===== src/rtl/pipe_stage_reg_if.sv =====
// -----------------------------------------------------------------------------
// pipe_stage_reg_if
//
// Handshake bundle around one pipeline stage register. Both sides of the
// stage live in one interface: the upstream offer (in_*) and the downstream
// presentation (out_*).
//
// Parameters:
//   DATA_W  width of the payload bundle
//   CTRL_W  width of the control bundle
//
// Signals:
//   in_valid   upstream offers a transfer
//   in_ready   stage can accept a transfer this cycle
//   in_data    upstream payload
//   in_ctrl    upstream control bits
//   out_valid  stage presents a valid entry
//   out_ready  downstream consumes the presented entry
//   out_data   presented payload
//   out_ctrl   presented control, zero whenever out_valid is low
//
// Modports:
//   master  the environment around the stage (drives offers and out_ready)
//   slave   the stage register itself
// -----------------------------------------------------------------------------
interface pipe_stage_reg_if #(
    parameter int DATA_W = 8,
    parameter int CTRL_W = 4
);
    logic              in_valid;
    logic              in_ready;
    logic [DATA_W-1:0] in_data;
    logic [CTRL_W-1:0] in_ctrl;
    logic              out_valid;
    logic              out_ready;
    logic [DATA_W-1:0] out_data;
    logic [CTRL_W-1:0] out_ctrl;

    modport master (
        output in_valid, in_data, in_ctrl, out_ready,
        input  in_ready, out_valid, out_data, out_ctrl
    );

    modport slave (
        input  in_valid, in_data, in_ctrl, out_ready,
        output in_ready, out_valid, out_data, out_ctrl
    );
endinterface


===== src/rtl/pipe_stage_reg.sv =====
// -----------------------------------------------------------------------------
// pipe_stage_reg
//
// Generic pipeline stage register with a valid/ready handshake, synchronous
// flush and bubble insertion. A bubble always shows zero control bits so a
// downstream stage never sees a spurious write. The instantiating stage packs
// its own fields into in_data / in_ctrl.
//
// Optional feature: define PIPE_SKID_EN to add a one-entry skid register.
// in_ready then comes straight from a state bit, which cuts the
// out_ready -> in_ready path and keeps full throughput under backpressure.
// Without it, in_ready = !m_valid || out_ready.
//
// Parameters:
//   DATA_W  payload width
//   CTRL_W  control width
//   CNT_W   bubble counter width
//
// Ports:
//   clk         rising-edge clock
//   reset       synchronous active-high reset
//   flush       synchronous kill of every held entry
//   bus         handshake bundle (slave side)
//   bubble_cnt  saturating count of cycles with out_valid low since reset
// -----------------------------------------------------------------------------
module pipe_stage_reg #(
    parameter int DATA_W = 8,
    parameter int CTRL_W = 4,
    parameter int CNT_W  = 16
) (
    input  logic             clk,
    input  logic             reset,
    input  logic             flush,
    pipe_stage_reg_if.slave  bus,
    output logic [CNT_W-1:0] bubble_cnt
);

    // The encoding makes bit 0 the main-valid flag and bit 1 the skid-valid
    // flag, so both come straight out of flops.
`ifdef PIPE_SKID_EN
    typedef enum logic [1:0] {
        EMPTY = 2'b00,
        FULL  = 2'b01,
        SKID  = 2'b11
    } state_t;
`else
    typedef enum logic [0:0] {
        EMPTY = 1'b0,
        FULL  = 1'b1
    } state_t;
`endif

    state_t            state_q;
    logic [DATA_W-1:0] m_data_q;
    logic [CTRL_W-1:0] m_ctrl_q;
`ifdef PIPE_SKID_EN
    logic [DATA_W-1:0] s_data_q;
    logic [CTRL_W-1:0] s_ctrl_q;
`endif
    logic [CNT_W-1:0]  bubble_cnt_q;
    logic [CNT_W-1:0]  bubble_cnt_d;

    logic m_valid;
    logic in_ready;
    logic accept;
    logic consume;

    assign m_valid = state_q[0];

`ifdef PIPE_SKID_EN
    assign in_ready = !state_q[1];
`else
    assign in_ready = !m_valid || bus.out_ready;
`endif

    assign accept  = bus.in_valid && in_ready;
    assign consume = m_valid && bus.out_ready;

    // The counter looks at the registered valid so it counts bubbles the
    // downstream stage actually saw, and it sticks at all-ones.
    always_comb begin
        bubble_cnt_d = bubble_cnt_q;
        if (!m_valid && (bubble_cnt_q != {CNT_W{1'b1}})) begin
            bubble_cnt_d = bubble_cnt_q + CNT_W'(1);
        end
    end

    // Stage FSM and datapath. Flush only kills validity: payload registers
    // keep their last value so out_data stays stable while invalid, and
    // out_ctrl is masked below anyway.
    always_ff @(posedge clk) begin
        if (reset) begin
            state_q      <= EMPTY;
            m_data_q     <= '0;
            m_ctrl_q     <= '0;
`ifdef PIPE_SKID_EN
            s_data_q     <= '0;
            s_ctrl_q     <= '0;
`endif
            bubble_cnt_q <= '0;
        end else begin
            bubble_cnt_q <= bubble_cnt_d;
            if (flush) begin
                state_q <= EMPTY;
            end else begin
                case (state_q)
                    EMPTY: begin
                        if (accept) begin
                            state_q  <= FULL;
                            m_data_q <= bus.in_data;
                            m_ctrl_q <= bus.in_ctrl;
                        end
                    end
                    FULL: begin
                        if (consume) begin
                            if (accept) begin
                                m_data_q <= bus.in_data;
                                m_ctrl_q <= bus.in_ctrl;
                            end else begin
                                state_q <= EMPTY;
                            end
                        end
`ifdef PIPE_SKID_EN
                        else if (accept) begin
                            state_q  <= SKID;
                            s_data_q <= bus.in_data;
                            s_ctrl_q <= bus.in_ctrl;
                        end
`endif
                    end
`ifdef PIPE_SKID_EN
                    SKID: begin
                        if (consume) begin
                            state_q  <= FULL;
                            m_data_q <= s_data_q;
                            m_ctrl_q <= s_ctrl_q;
                        end
                    end
`endif
                    default: begin
                        state_q <= EMPTY;
                    end
                endcase
            end
        end
    end

    assign bus.in_ready  = in_ready;
    assign bus.out_valid = m_valid;
    assign bus.out_data  = m_data_q;
    assign bus.out_ctrl  = m_valid ? m_ctrl_q : '0;
    assign bubble_cnt    = bubble_cnt_q;

endmodule


===== src/flat_wrapper.sv =====
// flat-port wrapper written by rule: the top's interface ports become plain ports
module pipe_stage_reg_flat 
#(
    parameter int DATA_W = 8,
    parameter int CTRL_W = 4,
    parameter int CNT_W  = 16
)
  (clk, reset, flush, bubble_cnt, bus_in_valid, bus_in_data, bus_in_ctrl, bus_out_ready, bus_in_ready, bus_out_valid, bus_out_data, bus_out_ctrl);
  pipe_stage_reg_if #(.DATA_W(DATA_W), .CTRL_W(CTRL_W)) bus_i ();
  input  logic clk;
  input  logic reset;
  input  logic flush;
  output logic [CNT_W-1:0] bubble_cnt;
  input wire logic [$bits(bus_i.in_valid)-1:0] bus_in_valid;
  input wire logic [$bits(bus_i.in_data)-1:0] bus_in_data;
  input wire logic [$bits(bus_i.in_ctrl)-1:0] bus_in_ctrl;
  input wire logic [$bits(bus_i.out_ready)-1:0] bus_out_ready;
  output wire logic [$bits(bus_i.in_ready)-1:0] bus_in_ready;
  output wire logic [$bits(bus_i.out_valid)-1:0] bus_out_valid;
  output wire logic [$bits(bus_i.out_data)-1:0] bus_out_data;
  output wire logic [$bits(bus_i.out_ctrl)-1:0] bus_out_ctrl;
  assign bus_i.in_valid = bus_in_valid;
  assign bus_i.in_data = bus_in_data;
  assign bus_i.in_ctrl = bus_in_ctrl;
  assign bus_i.out_ready = bus_out_ready;
  assign bus_in_ready = bus_i.in_ready;
  assign bus_out_valid = bus_i.out_valid;
  assign bus_out_data = bus_i.out_data;
  assign bus_out_ctrl = bus_i.out_ctrl;
  pipe_stage_reg #(.DATA_W(DATA_W), .CTRL_W(CTRL_W), .CNT_W(CNT_W)) u_core (.clk(clk), .reset(reset), .flush(flush), .bus(bus_i), .bubble_cnt(bubble_cnt));
endmodule

===== config.mk =====
export PLATFORM = sky130hd
export DESIGN_NAME = pipe_stage_reg_flat
export DESIGN_NICKNAME = d
export VERILOG_FILES = /design/src/rtl/pipe_stage_reg_if.sv /design/src/rtl/pipe_stage_reg.sv /design/src/flat_wrapper.sv
export SDC_FILE = /design/constraint.sdc
export NUM_CORES = 1
export LEC_CHECK = 0
export ABC_CLOCK_PERIOD_IN_PS = 3000
export CAP_MARGIN = 20
export CORE_AREA = 3 3 64 51
export CTS_BUF_LIST = sky130_fd_sc_hd__clkbuf_4
export CTS_CLUSTER_SIZE = 14
export DETAILED_ROUTE_END_ITERATION = 7
export DIE_AREA = 0 0 67 54
export PLACE_DENSITY = 0.85
export SETUP_SLACK_MARGIN = 0.5
export SYNTH_ARGS = -nofsm -noshare
export SYNTH_HDL_FRONTEND = slang
export SYNTH_SLANG_ARGS = --single-unit

===== constraint.sdc =====
create_clock -name clk -period 3 [get_ports clk]
set_clock_uncertainty 0.2 [all_clocks]
set_input_delay 0.45 -clock clk [delete_from_list [all_inputs] [get_ports clk]]
set_output_delay 0.45 -clock clk [all_outputs]
set_load 0.05 [all_outputs]

# == Yosys cells after proc, flatten, opt, wreduce, memory -nomap -nowiden ==
# Index checks and enable logic that the tools add are counted.
# word_totals
regBits,29
input_bits,17
word_cells,26
# classes
add_sub_neg,1
n_eq_ne,2
n_mux,10
n_bitwise,2
n_reduce_logical,7
# op_table
operator,n
"adder 16 x 1 -> 16 bit, second input constant",1
2-to-1 mux 8 bit,2
"inequality test 16 bit, second input constant",1
one-hot mux 8 bit (2 select lines),1
2-to-1 mux 4 bit,3
one-hot mux 4 bit (2 select lines),1
logical AND 1 bit,3
2-to-1 mux 1 bit,2
"inequality test 2 bit, second input constant",1
inverter 1 bit,2
one-hot mux 1 bit (2 select lines),1
AND reduction 2 bit,1
OR reduction 2 bit,1
logical NOT 1 bit,1
logical OR 1 bit,1

# == Logic depth before layout (Yosys ltp) ==
# Gate-level depths: netlist of run 1.
# logic_depth
depth_word,6
ltp_mapped,6
mapped_depth_nobuf,5

# == Worst setup path after synthesis of run 1 ==
# Ideal clock, no wire load.
# synth_timing
kind,register to register
start,register u_core.bubble_cnt_q[0] (netlist: u_core.bubble_cnt[0])
end,register u_core.bubble_cnt_q[14] (netlist: u_core.bubble_cnt[14])
setup_ps,71
t_arrival_ps,1937
required_time_ps,2729
setup_slack_ps,792
path_stages_with_launch,6
path_buffers,0
period_less_slack_ps,2208
path_cell_list,dfxtp_1 > ha_1 > and4b_1 > nand2_1 > or4_1 > a21oi_1
# synth_between
elab_chain_cells,2
# synth_lines
element,line,source
"start, declared",pipe_stage_reg.sv:60,logic [CNT_W-1:0] bubble_cnt_q;
"start signal, assigned",pipe_stage_reg.sv:102,bubble_cnt_q <= bubble_cnt_d;
branches (longest 2 deep; another with adder 16 x 1 -> 16 bit),--,
# Parallel ways; which one is timed is not known.
# A chain may end at the register's enable or synchronous reset.

# == Worst setup path in the final report of run 1 ==
# layout_timing
start,register u_core.state_q (netlist: u_core.bus.out_valid)
end,output port bus_out_valid
# layout_lines
element,line,source
"start, declared",pipe_stage_reg.sv:53,state_t state_q;
"start signal, assigned",pipe_stage_reg.sv:93,state_q <= EMPTY;
"start signal, assigned",pipe_stage_reg.sv:104,state_q <= EMPTY;
"start signal, assigned",pipe_stage_reg.sv:109,state_q <= FULL;
"end, declared",flat_wrapper.sv:19,output wire logic [$bits(bus_i.out_valid)-1:0] bus_out_valid;
# No word-level cell between the ends.

==> results.md, run 1 <==
* Core area at 0.002643 mm^2
* Total track usage at 0.2000
* Required time of the worst setup path at 2.35 ns
* Resized cells post-CTS at 1
* Fillers at 221
* Placer congestion estimate at 0.7903
* Peak VDD IR at 0.0002515 V
* Drt pass-1 iters at 4
* Initial core utilization at 0.4991
* Total gr overflow at 0
* Initial DRC Count at 53
* Area Growth Syn to Fin at 40.32%
* Synthesized Nets at 160
* Critical path class: register to output port
* Worst-Margin Slew at 0.7478 ns
* Clk pin slew, worst setup/hold paths at 0.09 ns
* Final Util at 0.7003
* Max Cap Viol at 0
* Total wire length at 3322 um
* WL/cell at 14.70 um
* Total power at 758.4 uW
* Placed cell count at 218
* I/O pin count at 47
* Largest net degree at the start of global routing at 23
* Seq. cell area at 580.6 um^2
* Avg Inst Size Synth at 9.287 um^2
* Achievable Freq at 415.9 MHz
* Seq/Total Area, Yosys at 0.4402
* P_leak at 0.0007499 uW
* Initial antenna violation count at 0
* CTS tree: yes
* Cts bufs inserted at 5
* Post-route cell area at 0.001851 mm^2
* Synth cell types at 34
* Final net count at 207
* #FFs+latches synth at 29
* Fin crit period at 2.405 ns
* ANT cells at 0
* CP Launch Type: register
* Post-synth top flop: dfxtp_1
* Delay-heaviest family, CP: buffers and inverters
* Highest-delay cell along the critical path: clkdlybuf4s50_1
* Root buffer cell: clkbuf_4
* Clk sink count at 29
* Max-slew headroom at 0.4999
* Max Slew Vio Count at 0
* Worst path cell trace: clkdlybuf4s50_1
* Asr flop ratio synth at 0
* Final HPWL DP at 2502 um
* Worst Path Buf+Inv at 1
* Via density at 5.336
* Die area at 0.003618 mm^2
* Die Ht at 54 um
* Yosys warns at 0
* Unrepaired setup endpoints after global routing: false
* Hold-fix buffers, CTS at 0
* Worst skew pair latency at 0.33 ns
* Chip width at 67 um
* Worst min path class: register to register
* EDFF count, synth at 0
* Run status: finished clean
* Clock buffer depth at 2
* Setup_tns at 0 ns
* Post-CTS setup buffers at 0
* DRC Markers at 0
* Critical path fanouts, max at 12
* Placed instance area at 0.001792 mm^2
* Most frequent cells in the layout: clkdlybuf4s50_1 (41), dfxtp_1 (29), nor2_1 (23)
* Pwr Density at 409.9 mW/mm^2
* Crit path arrival time at 1.75 ns
* Endpoints failing setup at 0
* Slowest Stage Delay on Critical Path at 0.88 ns
* Critical path endpoint category: output port
* First-pass GRT wire length at 5278 um
* Share of layout cells above drive strength 1 at 0.06316
* H-tree Lvls at 2
* Post-Syn Area at 0.001319 mm^2
* Final hold violations at 0
* Commonest non-fill, non-tap cell in the layout: clkdlybuf4s50_1
* Vias in the first global route at 1150
* Fin crit share at 0.8015
* Footprint of the multi-input gates at 679.4 um^2
* Non-filler cells, final at 226
* Routed Antenna Nets at 0
* Routed vias at 1206
* Cells after Synth at 142
* Rows at 16
* I/O Buffers at 46
## synthesized netlist by cell type (2+ instances only)
| cell | number | share of area |
|---|---|---|
| inv_1 | 3 | 0.0085 |
| and2_1 | 4 | 0.019 |
| and4b_1 | 4 | 0.030 |
| nand3_1 | 6 | 0.023 |
| buf_6 | 2 | 0.017 |
| o21ai_0 | 2 | 0.0076 |
| and3_1 | 4 | 0.019 |
| nor2_1 | 23 | 0.065 |
| clkbuf_1 | 4 | 0.011 |
| xnor2_1 | 3 | 0.020 |
| dfxtp_1 | 29 | 0.44 |
| a41oi_1 | 2 | 0.013 |
| nand2_1 | 5 | 0.014 |
| a211oi_1 | 3 | 0.017 |
| mux2_2 | 2 | 0.017 |
| nand4_1 | 2 | 0.0095 |
| nor3_1 | 5 | 0.019 |
| a21oi_1 | 4 | 0.015 |
| mux2i_1 | 12 | 0.091 |
| buf_2 | 2 | 0.0076 |
| a311oi_1 | 2 | 0.013 |
| a31oi_1 | 2 | 0.0095 |
| nor2b_1 | 4 | 0.019 |
| and4_1 | 3 | 0.020 |
## stage by stage
step	hold WS, ns	setup slack [ns]
floorplan	0.2515	0.7922
global placement	0.2682	0.5405
detailed placement	0.2735	0.5156
CTS	0.2955	0.5110
global route	0.3151	0.5415
finish	0.2940	0.5955
## state kept, by name (all words and copies together) (netlist names)
| register | cells |
|---|---|
| u_core.m_ctrl_q | 4 |
| u_core.bus.out_data | 8 |
| u_core.bubble_cnt | 16 |
| u_core.bus.out_valid | 1 |
## cells by family (layout without fill, tap and decap cells)
group,Yosys count,in the layout,synth area share
AND/OR/NAND/NOR,66,66,0.2799
multiplexers,15,15,0.1167
XOR/XNOR,3,3,0.01993
AO/OA/AOI/OAI,17,17,0.08919
adder cells (fa/ha/maj),1,1,0.009486
buffers and inverters,11,59,0.04459
flip-flops,29,29,0.4402
## cell type report
class,instances,area share
clock buffers,5,0.02028
inverters,3,0.006085
well taps,36,0.02434
flip-flops and latches,29,0.3137
multi-input cells,102,0.3671
clock inverters,3,0.006761
repair buffers,48,0.2617
## final timing paths
kind / startpoint / to / slack (ns) / cells after the start
worst min register to register: u_core.m_ctrl_q[1]$_SDFFE_PP0P_ / u_core.m_ctrl_q[1]$_SDFFE_PP0P_ / 0.29 / 2
worst max register to register: u_core.bubble_cnt[0]$_SDFFE_PP0P_ / u_core.bubble_cnt[14]$_SDFFE_PP0P_ / 0.95 / 5
worst max-delay path: u_core.bus.out_valid$_SDFF_PP0_ / bus_out_valid / 0.60 / 1
worst min-delay path: u_core.m_ctrl_q[1]$_SDFFE_PP0P_ / u_core.m_ctrl_q[1]$_SDFFE_PP0P_ / 0.29 / 2
## layer usage
layer,part of all wire,track usage
met1,0.43,0.2323
met2,0.50,0.3409
met3,0.051,0.05846
met4,0.017,0.09428
met5,0,0
## power breakdown
part | switching, uW | internal, uW
sequential | 11.3 | 398
clock | 142 | 84.5
combinational | 69.9 | 53.4
(Power assumes the default switching activity.)
==> run 2: changes to the inputs <==
--- a/config.mk
+++ b/config.mk
@@ -5,14 +5,14 @@
 export SDC_FILE = /design/constraint.sdc
 export NUM_CORES = 1
 export LEC_CHECK = 0
-export ABC_CLOCK_PERIOD_IN_PS = 3000
+export ABC_CLOCK_PERIOD_IN_PS = 2500
 export CAP_MARGIN = 20
-export CORE_AREA = 3 3 64 51
+export CORE_AREA = 3 3 66 53
 export CTS_BUF_LIST = sky130_fd_sc_hd__clkbuf_4
 export CTS_CLUSTER_SIZE = 14
 export DETAILED_ROUTE_END_ITERATION = 7
-export DIE_AREA = 0 0 67 54
-export PLACE_DENSITY = 0.85
+export DIE_AREA = 0 0 69 56
+export PLACE_DENSITY = 0.8
 export SETUP_SLACK_MARGIN = 0.5
 export SYNTH_ARGS = -nofsm -noshare
 export SYNTH_HDL_FRONTEND = slang
==> constraint.sdc (replaced) <==
create_clock -name clk -period 2.5 [get_ports clk]
set_clock_uncertainty 0.2 [all_clocks]
set_input_delay 0.375 -clock clk [delete_from_list [all_inputs] [get_ports clk]]
set_output_delay 0.375 -clock clk [all_outputs]
set_load 0.05 [all_outputs]
==> run 2 against run 1 <==
- non-clock buffer count increased by 1
- sequential power rose by 21%
- global-route usage shrank 3.1 points
- via count increased by 3.2%
- cell area is 1.5% higher
- core utilization shrank 5.1 points
- die area grew 6.8%
- flip-flop and latch count did not move
==> results.md, run 2 (same netlist as run 1, synthesis figures left out) <==
* Area Growth Syn to Fin at 42.41%
* Psw at 263.6 uW (+18%)
* Worst path cell trace: clkdlybuf4s15_1
* Cts bufs inserted at 5 (unchanged)
* Total wire length at 3150 um (-5.2%)
* Die Ht at 56 um (+3.7%)
* Pwr Density at 542.8 mW/mm^2 (+32%)
* Drt pass-1 iters at 4 (unchanged)
* R2R setup slack at 0.62 ns (-0.33 ns)
* I/O pin count at 47 (unchanged)
* Peak VDD IR at 0.0002962 V (+18%)
* Vias in the first global route at 1220 (+6.1%)
* Critical path class: register to output port
* Fin Hold WS at 0.3063 ns (+0.01230 ns)
* Highest-delay cell along the critical path: clkdlybuf4s15_1
* Max Slew Vio Count at 0 (unchanged)
* Reg2reg start: u_core.bubble_cnt[0]$_SDFFE_PP0P_
* Final HPWL DP at 2325 um (-7.1%)
* Required time of the worst setup path at 1.92 ns (-0.43 ns)
* Total track usage at 0.1693 (-0.03068)
* Initial antenna violation count at 0 (unchanged)
* Worst r2r path cells at 5 (unchanged)
* Critical path endpoint category: output port
* Achievable Freq at 513.2 MHz
* Final hold violations at 0 (unchanged)
* I/O Buffers at 46 (unchanged)
* Via density at 5.437 (+1.9%)
* Endpoints failing setup at 0 (unchanged)
* Largest net degree at the start of global routing at 15 (-35%)
* Placed instance area at 0.001813 mm^2 (+1.2%)
* Core area at 0.002893 mm^2 (+9.5%)
* Most frequent cells in the layout: nor2_1 (23), dlygate4sd2_1 (23), dfxtp_1 (17)
* Fin crit share at 0.7794
* Max Cap Viol at 0 (unchanged)
* Unrepaired setup endpoints after global routing: false
* Clk pin slew, worst setup/hold paths at 0.09 ns (about the same)
* Rows at 17 (+1)
* H-tree Lvls at 2 (unchanged)
* Worst Path Buf+Inv at 1 (unchanged)
* Hold endpoint: u_core.bubble_cnt[7]$_SDFFE_PP0P_
* Clk pwr share at 0.378 (+0.080)
* Share of layout cells above drive strength 1 at 0.1780 (+0.1149)
* Hold Crit Depth at 2 (unchanged)
* CP Launch Type: register
* Worst Hold Launch: u_core.bubble_cnt[7]$_SDFFE_PP0P_
* Initial DRC Count at 98 (+85%)
* Final net count at 208 (+0.48%)
* Max-slew headroom at 0.6636 (+0.1637)
* Chip width at 69 um (+3.0%)
* Run status: finished clean
* Internal at 755.9 uW (+41%)
* Root buffer cell: clkbuf_4
* Worst skew pair latency at 0.33 ns (about the same)
* Routed Antenna Nets at 0 (unchanged)
* Total gr overflow at 0 (unchanged)
* Worst-Margin Slew at 0.5031 ns (-0.2447 ns)
* Combinational share of power at 0.138 (-0.025)
* Clock buffer depth at 2 (unchanged)
* Fin crit period at 1.949 ns
* Reg2reg end: u_core.bubble_cnt[14]$_SDFFE_PP0P_
* Die area at 0.003864 mm^2 (+6.8%)
* Worst min path class: register to register
* Sequential cell fraction of total power at 0.484 (-0.055)
* Crit path arrival time at 1.37 ns (-0.38 ns)
* Setup_tns at 0 ns (unchanged)
* Switching share of power at 0.2585 (-0.03526)
* First-pass GRT wire length at 5347 um (+1.3%)
* Max FFs per register at 16 (unchanged)
* WL/cell at 13.76 um (-6.4%)
* Delay-heaviest family, CP: buffers and inverters
* ANT cells at 0 (unchanged)
* P_leak at 0.0008065 uW (+7.5%)
* Post-route cell area at 0.001878 mm^2 (+1.5%)
* Initial core utilization at 0.4559 (-0.04317)
* CTS tree: yes
* Placer congestion estimate at 0.7963 (+0.76%)
* Routed vias at 1245 (+3.2%)
* DRC Markers at 0 (unchanged)
* Clk sink count at 29 (unchanged)
* Hold-fix buffers, CTS at 0 (unchanged)
* Slowest Stage Delay on Critical Path at 0.55 ns (-0.33 ns)
* Critical path fanouts, max at 9 (-3)
[run 2: cell count changes in the layout (fill, tap and decap cells not counted), sizes merged, moves of 4 or more]
| cell | delta |
|---|---|
| dlymetal6s2s | -4 |
| clkdlybuf4s15 | +5 |
| clkdlybuf4s50 | -25 |
| dlygate4sd2 | +22 |
[run 2: how the worst max path moves through the flow]
stage	to	slack [ns]	from	depth (start not counted)
floorplan	u_core.bubble_cnt[14]$_SDFFE_PP0P_	0.46	u_core.bubble_cnt[0]$_SDFFE_PP0P_	6
global placement	bus_out_ctrl[1]	0.50	u_core.bus.out_valid$_SDFF_PP0_	2
detailed placement	bus_out_ctrl[0]	0.46	u_core.bus.out_valid$_SDFF_PP0_	2
CTS	bus_out_ctrl[0]	0.37	u_core.bus.out_valid$_SDFF_PP0_	2
global route	bubble_cnt[3]	0.51	u_core.bubble_cnt[3]$_SDFFE_PP0P_	1
finish	bubble_cnt[3]	0.55	u_core.bubble_cnt[3]$_SDFFE_PP0P_	1
[run 2: power by group through the flow]
stage	sequential, uW	clock, uW	combinational, uW
floorplan	540	0	45.5
global placement	500	0	145
detailed placement	502	0	148
CTS	491	387	140
global route	496	412	150
finish	493	385	141
[run 2: stage by stage]
| stage | util | cells | total power [uW] | worst slack [ns] |
|---|---|---|---|---|
| final | 0.6492 | 229 | 1019 | 0.5515 |
| after global routing | 0.6492 | 229 | 1058 | 0.5094 |
| after CTS | 0.6445 | 229 | 1019 | 0.3743 |
| after detailed placement | 0.6267 | 221 | 650.1 | 0.4633 |
| after global placement | 0.6267 | 221 | 645.2 | 0.4975 |
| after floorplan | - | 142 | 585.9 | 0.4610 |
[run 2: area by class of cell]
type	count	area, um^2
inverter	3	11.26
clock buffer	6	45.04
tap	38	47.55
clock inverter	2	33.78
sequential	29	595.6
multi-input combinational	102	694.4
timing repair buffer	49	450.4
fill	258	1015
[run 2: worst reg2reg max path: cells and delay by family (launching register included)]
kind / cells / cell delay, ns
simple gates: 3 / 0.90
fa+ha+maj: 1 / 0.19
flops: 1 / 0.36
compound gates: 1 / 0.16
[run 2: repair_timing]
| action | in CTS | in global routing |
|---|---|---|
| pin swaps | 0 | 0 |
| setup buffers | 0 | 0 |
| gates resized for setup | 36 | 8 |
| endpoints found under the setup margin | 29 | 9 |
| endpoints found under the hold margin | 0 | 0 |
| gates cloned | 0 | 0 |
[run 2: per-layer routing]
metal	vias to the layer above	wire length [um]	GRT usage
li1	607	-	-
met1	584	1353	0.1906
met2	50	1499	0.2921
met3	4	270	0.07581
met4	0	26	0.04178
met5	-	0	0
